$ cat config.mk
export PLATFORM = sky130hd
export DESIGN_NAME = vec_capture_fifo
export DESIGN_NICKNAME = d
export VERILOG_FILES = /design/src/rtl/vec_capture_fifo.sv
export SDC_FILE = /design/constraint.sdc
export NUM_CORES = 1
export LEC_CHECK = 0
export CAP_MARGIN = 20
export CORE_MARGIN = 2
export CORE_UTILIZATION = 33
export CTS_CLUSTER_DIAMETER = 150
export DETAILED_ROUTE_END_ITERATION = 6
export DONT_BUFFER_PORTS = 1
export SLEW_MARGIN = 20
export SYNTH_ARGS = -nofsm -noshare
export SYNTH_HDL_FRONTEND = slang
export SYNTH_SLANG_ARGS = --single-unit
export TNS_END_PERCENT = 30
$ cat constraint.sdc
create_clock -name clk -period 6.6 [get_ports clk]
set_input_delay 1.32 -clock clk [delete_from_list [all_inputs] [get_ports clk]]
set_output_delay 1.32 -clock clk [all_outputs]
set_load 0.02 [all_outputs]
$ cat src/rtl/vec_capture_fifo.sv
// vec_capture_fifo: capture stage for the 24-bit vector bus.
// Words strobed by the producer go into a small synchronous FIFO that a
// consumer drains through a valid/ready handshake. The block also keeps a
// running XOR checksum and a count of accepted words, so a whole vector set
// can be checked without comparing each word.
module vec_capture_fifo #(
  parameter int WIDTH = 24,
  parameter int DEPTH = 16,
  parameter int AW    = 4
) (
  input  logic             clk,
  input  logic             rst,
  input  logic             clear,
  input  logic             in_valid,
  input  logic [WIDTH-1:0] in_data,
  input  logic             out_ready,
  output logic             out_valid,
  output logic [WIDTH-1:0] out_data,
  output logic [AW:0]      count,
  output logic             full,
  output logic             empty,
  output logic             overflow,
  output logic [WIDTH-1:0] checksum,
  output logic [31:0]      total
);

  localparam logic [AW:0] FULL_CNT = (AW+1)'(DEPTH);

  logic [WIDTH-1:0] mem [DEPTH];
  logic [AW-1:0]    wr_ptr;
  logic [AW-1:0]    rd_ptr;
  logic [AW:0]      count_nxt;
  logic             push;
  logic             pop;

  // A write into a full FIFO still lands when the head leaves in the same cycle.
  assign out_valid = !empty;
  assign pop       = out_valid && out_ready;
  assign push      = in_valid && (!full || pop);
  assign out_data  = mem[rd_ptr];

  // Occupancy after this edge; it also feeds the registered full/empty flags.
  always_comb begin
    count_nxt = count;
    if (push && !pop) begin
      count_nxt = count + 1'b1;
    end else if (pop && !push) begin
      count_nxt = count - 1'b1;
    end
  end

  // Storage array. It is never reset, and a clear discards the write.
  always_ff @(posedge clk) begin
    if (push && !clear) begin
      mem[wr_ptr] <= in_data;
    end
  end

  // Pointers, occupancy, flags and checksum. A clear overrides any push or pop in the same cycle.
  always_ff @(posedge clk or posedge rst) begin
    if (rst) begin
      wr_ptr   <= '0;
      rd_ptr   <= '0;
      count    <= '0;
      full     <= 1'b0;
      empty    <= 1'b1;
      overflow <= 1'b0;
      checksum <= '0;
      total    <= '0;
    end else if (clear) begin
      wr_ptr   <= '0;
      rd_ptr   <= '0;
      count    <= '0;
      full     <= 1'b0;
      empty    <= 1'b1;
      overflow <= 1'b0;
      checksum <= '0;
      total    <= '0;
    end else begin
      if (push) begin
        wr_ptr   <= wr_ptr + 1'b1;
        checksum <= checksum ^ in_data;
        total    <= total + 32'd1;
      end
      if (pop) begin
        rd_ptr <= rd_ptr + 1'b1;
      end
      if (in_valid && !push) begin
        overflow <= 1'b1;
      end
      count <= count_nxt;
      full  <= (count_nxt == FULL_CNT);
      empty <= (count_nxt == '0);
    end
  end

endmodule

**After elaboration in Yosys (flattened, before gate mapping)**

Memory sizes are Yosys's and may differ from the RTL's.
Cells that the tools add are included.

- Flip-flop bits (word level): 72
- Bits in writable memories: 384
- Input bits: 29
- Logic and storage cells: 49
- Memories kept: 1

- Add/sub/neg operators: 5
- Equality and inequality tests: 1
- Mux-type cells: 17
- Bitwise logic cells: 1
- Reductions and logical operators: 16

Memories:

| memory | depth | width | rd ports | clocked after memory_dff | write ports | line | source |
|---|---|---|---|---|---|---|---|
| mem | 16 | 24 | 1 | 0 | 1 | 29 | `logic [WIDTH-1:0] mem [DEPTH];` |

Operators with widths:

| cell | number |
|---|---|
| 32-bit two-way mux | 2 |
| 24-bit two-way mux | 2 |
| 32-bit by 1-bit adder with 32-bit output, second input constant | 1 |
| 24-bit XOR | 1 |
| 4-bit two-way mux | 4 |
| 5-bit two-way mux | 3 |
| 4-bit by 1-bit adder with 4-bit output, second input constant | 2 |
| 1-bit logical AND | 6 |
| 1-bit two-way mux | 6 |
| 2-bit nonzero test | 3 |
| 5-bit by 1-bit adder with 5-bit output, second input constant | 1 |
| 5-bit == test, second input constant | 1 |
| 1-bit logical NOT | 5 |
| 5-bit logical NOT | 1 |
| 5-bit by 1-bit subtractor with 5-bit output, second input constant | 1 |
| 1-bit logical OR | 1 |

**Depth between registers and ports, before layout**

- Depth after elaboration: 10
- Mapped depth: 7

**Worst setup path before layout**

No wires, ideal clock.

- Kind: register to output
- Start: register rd_ptr[0]
- End: output out_data[10]
- Arrival: 2.234 ns
- Required time: 5.280 ns
- Path slack: 3.046 ns
- Stages on the path, launching flop included: 6
- Path buffers: 3
- Path through: dfrtp_1 clkbuf_1 buf_2 buf_2 mux4_2 mux4_2

- Word-level cells in the longest chain between the ends: 1

RTL lines:

| item | line | source |
|---|---|---|
| start, declared | 31 | `logic [AW-1:0] rd_ptr;` |
| start signal, assigned | 86 | `rd_ptr <= rd_ptr + 1'b1;` |
| memory 16 x 24 bit | - |  |
| end, declared | 18 | `output logic [WIDTH-1:0] out_data,` |

Every way passes these cells.

**Final worst setup path**

- Start: register rd_ptr[0]
- End: output out_data[8]

Same word-level chain as after synthesis.

==> results_dict.tcl <==
set metrics [dict create \
    fin_worst_skew_ns 0.0456 \
    drc_errors 0 \
    synth_xor_xnor_area_share_pct 2.44 \
    portBuffers 0 \
    synth.largest_area_cell "edfxtp_1" \
    yosysUniqueCellTypes 41 \
    required_ns 5.28 \
    synth_mux_area_share_pct 15.3 \
    vias_per_cell 5.13 \
    dpl-instance-area_um2 18900 \
    synth_area_leaders "edfxtp_1 64%, mux4_2 15%, dfrtp_1 9.9%, xor2_1 1.6%, nor2_1 1.2%" \
    fmax_ghz 0.218 \
    drive_gt1_share_pct 23.1 \
    reg2reg_depth 5 \
    synth-seq-area-share_pct 74.2 \
    cts-root-buf "clkbuf_16" \
    r2r_slack_ns 3.56 \
    crit-reg2reg-launch "empty" \
    synth_edf_count 384 \
    status "finished clean" \
    fin_setup_tns_ns 0 \
    postCtsSetupRepairBufs 0 \
    via_count 8642 \
    cts.sinks 456 \
    wl_per_cell_um 24.2 \
    yosys.area.top_type_share_pct 64.1 \
    critPathCapture "out_data[8]" \
    antenna_found_initial 0 \
    cap_violations 0 \
    path_class "reg2out" \
    start_kind "register" \
    syn-instance-count 920 \
    synth_top_family_by_area "multiplexers" \
    drt_iter0_markers 674 \
    finalHoldViolations 0 \
    area_growth_pct 14.1 \
    ys_async_sr_fraction_pct 15.8 \
    boundaryPins 118 \
    drtAntennaViolNets 0 \
    synth_area_um2 18000 \
    grt_pass1_vias 9195 \
    rsz0062_at_grt "no" \
    grt.overflow.total 0 \
    top_usage_layer "met2" \
    diodes 0 \
    period_needed_ns 4.59 \
    cts_tree "yes" \
    crit_start "rd_ptr[0]" \
    grt_max_degree 75 \
    max_stage_delay_ns 0.86 \
    clock_path_buffers 3 \
    core_area_um2 53800 \
    cp_common_cell "mux4_2" \
    ys_warn_count 0 \
    clkLatencyLatePin_ns 0.61 \
    rows 85 \
    dieHeight_um 237 \
    p_per_area_nw_per_um2 319 \
    syn_avg_cell_area_um2 19.5 \
    synth_nets 957 \
    synthSimpleGateAreaFrac_pct 5.14 \
    worstMarginPinSlew_ns 0.733 \
    wirelength_mm 40.7 \
    die_w_um 237 \
    hold_buffers 0 \
    track_usage_pct 14.7 \
    met1_usage_pct 19.7 \
    h-tree-depth 2 \
    cts.clk_slew.worst_paths_ns 0.06 \
    cts_resized 0 \
    setup_viol 0 \
    start_util_pct 33.4 \
    die_area_um2 56400 \
    synth-adder-area-share_pct 0.557 \
    max_slew_margin_pct 51.2 \
    finalCritPeriodShare_pct 69.6 \
    slew_viol_final 0 \
    final_area_um2 20500 \
    routabilityCongestion 0.743 \
    use_met3_pct 4.27 \
    cp_cell_sequence "buf_12, mux4_2, mux4_2" \
    power.leakage_nw 6.62 \
    ys.flop_type "edfxtp_1" \
    hold_path.class "reg2reg" \
    numCtsBuffers 50 \
    synth_compound_area_share_pct 1.11 \
    crit_fanout 67 \
    peakVddDrop_v 0.000202 \
    grt_pass1_wl_mm 61.0 \
    dp_hpwl_mm 22.6 \
    slowest_stage "dfrtp_4" \
    drtPass1Iterations 5 \
    cp.arrival_ns 3.27 \
    endpoint_kind "primary output" \
    r2r-end "mem[8][20]" \
    met2_usage_pct 23.9 \
    fin_nets 987 \
    ys_ff_latch 456 \
    total_power_mw 6.54 \
]
-- layout by cell type, fill, tap and decap left out, types with 3 or more instances in the layout --
cell         n
nand4_1      7
clkbuf_16   50
xnor2_1     17
edfxtp_1   384
xor2_1      33
clkbuf_1    14
nor3_1       9
nand2_1     48
bufinv_16    3
inv_1       11
o211ai_1     3
a21oi_1     13
and2_1      14
mux2_2       3
or4_1        4
dfrtp_1     68
clkbuf_8     3
mux4_2     120
o21ai_0     13
clkinv_4     3
or3_1        9
nor2_1      56
nor2b_1      4
nand3_1     11
and3_1       8
buf_4       21
clkinv_1     6
clkinv_2     7
ha_1         8
nor4_1       7
-- synthesized netlist by cell type (all sizes together), types with 4 or more instances --
cell type,instances
nand2,48
or3,10
edfxtp,384
nor2,56
inv,12
ha,8
clkbuf,34
nand3,11
dfrtp,71
o21ai,14
nor4,7
and2,14
xor2,33
mux4,120
nor2b,4
a21oi,14
xnor2,17
and3,8
buf,11
or4,6
nor3,9
nand4,8
-- final cells by class --
cell class	instances	area, um2
clock buffers	67	1350
clock inverters	25	278
fillers	4886	33300
inverters	12	46.3
multi-input cells	407	4430
flip-flops and latches	456	13300
well taps	696	871
repair buffers	23	205
-- kinds of logic after synthesis --
logic type / count (synthesis)
XOR/XNOR: 50
adder cells (fa/ha/maj): 8
multiplexers: 125
AO/OA/AOI/OAI: 36
flip-flops: 456
buffers and inverters: 57
AND/OR/NAND/NOR: 188
-- registers in the layout (all words and copies together), names as in the netlist --
signal    count
rd_ptr        4
count         5
checksum     24
mem         384
total        32
wr_ptr        4
empty         1
overflow      1
full          1
-- metrics by stage --
step | hold slack [ns] | utilization, % | setup slack [ns] | instances
after detailed placement | 0.539 | 35.1 | 2.51 | 1593
after global routing | 0.583 | 38.1 | 1.78 | 1686
after global placement | 0.525 | 35.1 | 2.48 | 1593
after floorplan | 0.556 | - | 3.05 | 920
after CTS | 0.553 | 38.1 | 1.86 | 1685
final | 0.548 | 38.1 | 2.01 | 1686
-- layer usage --
| metal | vias to the layer above | routed length (um) | part of all wire [%] |
|---|---|---|---|
| met5 | - | 0 | 0 |
| met3 | 52 | 2730 | 6.7 |
| met4 | 0 | 635 | 1.6 |
| met1 | 4641 | 18000 | 44 |
| met2 | 234 | 19400 | 48 |
| li1 | 3715 | - | - |
-- critical path, delay by kind of cell (launching register included) --
family | cells | cell delay, ns
buf+inv | 1 | 0.50
mux | 2 | 1.18
flops | 1 | 0.86
-- worst min-delay path by stage --
stage,cells after the start,start,to
after floorplan,2,wr_ptr[1],wr_ptr[1]
after global placement,2,rd_ptr[3],rd_ptr[3]
after detailed placement,2,rd_ptr[3],rd_ptr[3]
after CTS,2,rd_ptr[3],rd_ptr[3]
after global routing,2,rd_ptr[3],rd_ptr[3]
final,2,rd_ptr[3],rd_ptr[3]
-- where the power goes --
group | internal, mW | switching (mW)
Clock | 1.57 | 1.16
Combinational | 0.263 | 0.268
Sequential | 3.18 | 0.0998
Total | 5.01 | 1.53
(Power assumes the default switching activity.)
